[src/rtl/isochronous_ce_spill_register_pkg.sv]
// rtl/isochronous_ce_spill_register_pkg.sv - shared constants and helpers for the clock-enable spill register
package isochronous_ce_spill_register_pkg;

    // Two-entry FIFO addressed by 2-bit pointers; the extra bit tells full from empty.
    localparam int unsigned PtrW = 2;

    // Pointers differing only in the wrap bit mean both entries are occupied.
    localparam logic [PtrW-1:0] PtrFullXor = 2'b10;

    // Width of the phase counter; at least one bit so declarations stay legal.
    function automatic int unsigned cnt_width(input int unsigned ratio);
        return (ratio > 1) ? $clog2(ratio) : 1;
    endfunction

endpackage

[src/rtl/isochronous_ce_spill_register_ce_gen.sv]
// rtl/isochronous_ce_spill_register_ce_gen.sv - slow-domain clock-enable strobe generator
module isochronous_ce_gen
    import isochronous_ce_spill_register_pkg::*;
#(
    parameter int unsigned Ratio = 2
) (
    input  logic clk_i,
    input  logic rst_ni,
    input  logic sync_i,
    output logic slow_en_o
);

    if (Ratio == 1) begin : g_tied
        // Slow side runs every cycle, so there is no phase to track.
        logic unused_inputs;
        assign unused_inputs = ^{clk_i, rst_ni, sync_i};
        assign slow_en_o     = 1'b1;
    end else begin : g_cnt
        localparam int unsigned       CntW   = cnt_width(Ratio);
        localparam logic [CntW-1:0]   CntMax = CntW'(Ratio - 1);

        logic [CntW-1:0] cnt_q;
        logic [CntW-1:0] cnt_d;

        // Next phase: restart on sync, wrap at the end of the slow period.
        always_comb begin
            cnt_d = cnt_q + CntW'(1);
            if (sync_i || (cnt_q == CntMax)) begin
                cnt_d = '0;
            end
        end

        // Phase counter register.
        always_ff @(posedge clk_i or negedge rst_ni) begin
            if (!rst_ni) begin
                cnt_q <= '0;
            end else begin
                cnt_q <= cnt_d;
            end
        end

        assign slow_en_o = (cnt_q == CntMax);
    end

endmodule

[src/rtl/isochronous_ce_spill_register.sv]
// rtl/isochronous_ce_spill_register.sv - 2-entry spill register bridging a full-rate and a clock-enabled side
module isochronous_ce_spill_register
    import isochronous_ce_spill_register_pkg::*;
#(
    parameter type         T       = logic,
    parameter int unsigned Ratio   = 2,
    parameter bit          SrcSlow = 1'b0
) (
    input  logic clk_i,
    input  logic rst_ni,
    input  logic sync_i,
    output logic slow_en_o,
    input  logic src_valid_i,
    output logic src_ready_o,
    input  T     src_data_i,
    output logic dst_valid_o,
    input  logic dst_ready_i,
    output T     dst_data_o
);

    logic            slow_en;
    logic            src_en;
    logic            dst_en;
    logic            push;
    logic            pop;
    logic [PtrW-1:0] wr_ptr_q;
    logic [PtrW-1:0] wr_ptr_d;
    logic [PtrW-1:0] rd_ptr_q;
    logic [PtrW-1:0] rd_ptr_d;
    T                mem_q [2];

    isochronous_ce_gen #(
        .Ratio (Ratio)
    ) u_ce_gen (
        .clk_i     (clk_i),
        .rst_ni    (rst_ni),
        .sync_i    (sync_i),
        .slow_en_o (slow_en)
    );

    assign slow_en_o = slow_en;

    // Only the slow side is gated; the other side handshakes every cycle.
    assign src_en = SrcSlow ? slow_en : 1'b1;
    assign dst_en = SrcSlow ? 1'b1 : slow_en;

    // All outputs come straight from registers, so no input reaches an output combinationally.
    assign src_ready_o = ((wr_ptr_q ^ rd_ptr_q) != PtrFullXor);
    assign dst_valid_o = (wr_ptr_q != rd_ptr_q);
    assign dst_data_o  = mem_q[rd_ptr_q[0]];

    // Push is judged against the registered full flag, so a same-cycle pop cannot make room.
    assign push = src_valid_i & src_ready_o & src_en;
    assign pop  = dst_valid_o & dst_ready_i & dst_en;

    // Pointer advance on accepted handshakes, 2-bit wrap.
    always_comb begin
        wr_ptr_d = wr_ptr_q;
        rd_ptr_d = rd_ptr_q;
        if (push) begin
            wr_ptr_d = wr_ptr_q + PtrW'(1);
        end
        if (pop) begin
            rd_ptr_d = rd_ptr_q + PtrW'(1);
        end
    end

    // Pointer registers.
    always_ff @(posedge clk_i or negedge rst_ni) begin
        if (!rst_ni) begin
            wr_ptr_q <= '0;
            rd_ptr_q <= '0;
        end else begin
            wr_ptr_q <= wr_ptr_d;
            rd_ptr_q <= rd_ptr_d;
        end
    end

    // Storage: write the slot selected by the low write-pointer bit on push.
    always_ff @(posedge clk_i or negedge rst_ni) begin
        if (!rst_ni) begin
            mem_q[0] <= '0;
            mem_q[1] <= '0;
        end else if (push) begin
            mem_q[wr_ptr_q[0]] <= src_data_i;
        end
    end

    // Source must hold an offered beat unchanged until it is taken.
    a_src_hold: assert property (@(posedge clk_i) disable iff (!rst_ni)
        (src_valid_i && !push) |=> (src_valid_i && $stable(src_data_i)));

    // An offered output beat stays put until it is popped.
    a_dst_hold: assert property (@(posedge clk_i) disable iff (!rst_ni)
        (dst_valid_o && !pop) |=> (dst_valid_o && $stable(dst_data_o)));

endmodule

[config.mk]
export PLATFORM = sky130hd
export DESIGN_NAME = isochronous_ce_spill_register
export DESIGN_NICKNAME = d
export VERILOG_FILES = /design/src/rtl/isochronous_ce_spill_register_pkg.sv /design/src/rtl/isochronous_ce_spill_register_ce_gen.sv /design/src/rtl/isochronous_ce_spill_register.sv
export SDC_FILE = /design/constraint.sdc
export NUM_CORES = 1
export LEC_CHECK = 0
export CAP_MARGIN = 30
export CORE_AREA = 10 10 47 49
export CTS_BUF_LIST = sky130_fd_sc_hd__clkbuf_8
export DETAILED_ROUTE_END_ITERATION = 6
export DIE_AREA = 0 0 57 59
export MAX_ROUTING_LAYER = met4
export PLACE_DENSITY = 0.59
export SLEW_MARGIN = 5
export SYNTH_ARGS = -nofsm -noshare
export SYNTH_HDL_FRONTEND = slang
export SYNTH_HIERARCHICAL = 1
export SYNTH_SLANG_ARGS = --single-unit
[constraint.sdc]
create_clock -name clk_i -period 1.6 [get_ports clk_i]
set_input_delay 0.4 -clock clk_i [delete_from_list [all_inputs] [get_ports clk_i]]
set_output_delay 0.4 -clock clk_i [all_outputs]
set_load 0.01 [all_outputs]
==> results.txt <==
H-tree levels: 1
Slew HR: 77.87%
CP max FO: 3
#FFs+latches synth: 7
die width: 57 µm
largest net degree at the start of global routing: 8
RR Endpoint: mem_q[0]
Yosys warnings: 6
detailed-route via count: 290
Max Cap Viol: 0
WL final: 838 µm
register-to-register setup slack: 0.10 ns
Lkg Pwr: 0.2841 nW
CTS Buffer Depth: 2
initial drt markers: 2
post-detailed-route count of antenna-violating nets: 0
CTS tree: yes
Clk pin slew, worst setup/hold paths: 0.04 ns
GRT Total Usage: 5.796%
Slew Viols, Final: 0
worst setup path category: reg -> out
fin area: 579.3 µm²
fillers: 154
DP HPWL: 566.8 µm
Mapped Area: 339.1 µm²
Yosys top cell by area: dfrtp_1
Distinct cells, synth: 14
clk_skew: 0.001639 ns
CP Launch Type: flip-flop
share of layout cells above drive strength 1: 43.40%
Critical R2R Launch: rd_ptr_q[1]
Hold Fails Final Rpt: 0
# port buffers: 9
Sum Neg Setup Slack: 0 ns
RSZ-0062 raised after global routing: false
Avg Inst Size Synth: 11.69 µm²
crit path capture type: output pin
nets: 60
f_max: 642.0 MHz
Num CTS Buffers: 3
CTS Sinks: 7
Hold WC Path Type: in -> async
Die H: 59 µm
first-pass GRT wire length: 1.449 mm
DRC violations left: 0
vias in the first global route: 332
GRT Residual Overflow: 0
CTS Root Cell: clkbuf_8
core area: 0.001401 mm²
router iterations before antenna repair: 2
path depth of the worst reg2reg path: 5
top cells by area, synth: dfrtp_1 (52%), xor2_1 (10%), mux2_2 (6.6%)
# setup viols final: 0
min Tclk post-route: 1.558 ns
top cell type's share of synthesized area: 51.66%
Worst EP arrival: 1.16 ns
gpl congestion: 0.6819
commonest non-fill, non-tap cell in the layout: buf_4
Starting Density: 24.20%
Max rail drop VDD: 0.001118 V
P&R area growth vs syn: 70.85%
Worst-Skew Late Latency: 0.23 ns
antenna fix cells: 0
slew at the pin closest to its max-slew limit: 0.3308 ns
cell row count: 14
die area: 0.003363 mm²
Via-to-Cell Ratio: 4.203
Seq/Total Area, Yosys: 51.66%
Syn Inst Count: 29
required time worst endpoint: 1.20 ns
antenna violations before repair: 0
power per cell area: 2433 mW/mm²
outcome: finished, final reports clean
# IOs: 10
Synth Net Count: 35
dpl cell area: 494.2 µm²
most frequent cells in the layout: buf_4 (11), dfrtp_1 (6), clkdlybuf4s50_1 (5)
WL per Instance: 12.14 µm
part of the cycle the worst path needs: 97.35%
-- state kept, by name, indices dropped and copies added (netlist names) --
register,flops
rd_ptr_q,2
mem_q,2
wr_ptr_q,2
u_ce_gen/slow_en_o,1
-- through the flow --
stage | hold slack, ns | cells | worst slack (ns) | total power [mW] | util [%]
6_report | 0.4363 | 69 | 0.04232 | 1.410 | 41.34
5_1_grt | 0.4573 | 69 | 0.0009422 | 1.517 | 41.34
4_1_cts | 0.4442 | 68 | 0.01584 | 1.412 | 40.98
3_5_place_dp | 0.4668 | 60 | -0.06645 | 1.057 | 35.27
3_3_place_gp | 0.4635 | 60 | -0.05700 | 1.054 | 35.27
2_1_floorplan | 0.1044 | 29 | 0.3617 | 0.6801 | -
-- worst max-delay path by stage --
stage	from	endpoint	slack, ns
after global routing	rd_ptr_q[0]	dst_valid_o	0.0009
after CTS	rd_ptr_q[0]	dst_valid_o	0.02
final	rd_ptr_q[1]	dst_valid_o	0.04
after global placement	rd_ptr_q[0]	dst_data_o	-0.06
after detailed placement	rd_ptr_q[0]	dst_valid_o	-0.07
after floorplan	rd_ptr_q[0]	mem_q[0]	0.36
-- routing by layer --
| metal | global-route usage, % | wire (µm) | vias to the layer above |
|---|---|---|---|
| met3 | 3.433 | 63 | 3 |
| met4 | 3.020 | 10 | 0 |
| met2 | 8.837 | 404 | 9 |
| met5 | - | 0 | - |
| met1 | 5.755 | 360 | 131 |
| li1 | - | - | 147 |
-- final cells by class --
| cell class | count | area, µm² | share of cell area, % |
|---|---|---|---|
| Timing Repair Buffer | 20 | 165.2 | 28.51 |
| Clock buffer | 3 | 41.29 | 7.127 |
| Inverter | 1 | 3.754 | 0.6479 |
| Tap cell | 16 | 20.02 | 3.456 |
| Sequential cell | 7 | 176.4 | 30.45 |
| Multi-Input combinational cell | 21 | 167.7 | 28.94 |
| Clock inverter | 1 | 5.005 | 0.8639 |
-- worst max-delay path: stages (launching register included) --
cell,delay [ns]
dfrtp_1,0.42
xnor2_2,0.20
nand2_1,0.07
clkdlybuf4s15_1,0.23
-- logic make-up (layout without fill, tap and decap cells) --
kind of cell	count (synthesis)	count (layout)	synth area share, %
xor+xnor	7	7	20.30
flops	7	7	51.66
simple gates	6	6	7.007
compound gates	5	5	9.965
mux	3	3	9.962
buf+inv	1	25	1.106
-- Yosys cell counts --
library cell / count
a21oi_2: 1
o211ai_1: 1
xor2_1: 4
dfrtp_1: 7
nand3_1: 1
mux2_2: 2
nor2_1: 1
xnor2_2: 1
a21oi_1: 2
inv_1: 1
a21boi_0: 1
xnor2_1: 2
mux2_1: 1
nand2_1: 4
-- power breakdown --
group	switching [mW]	internal, mW
combinational	0.325	0.490
sequential	0.0810	0.264
clock	0.0807	0.169
-- timing repair --
action | in CTS | in global routing
pin swaps | 2 | 2
setup buffers | 4 | 1
hold buffers | 0 | 0
setup endpoints to repair | 3 | 3
gates resized for setup | 10 | 2
Note: power is estimated with default switching activity, not from simulation.
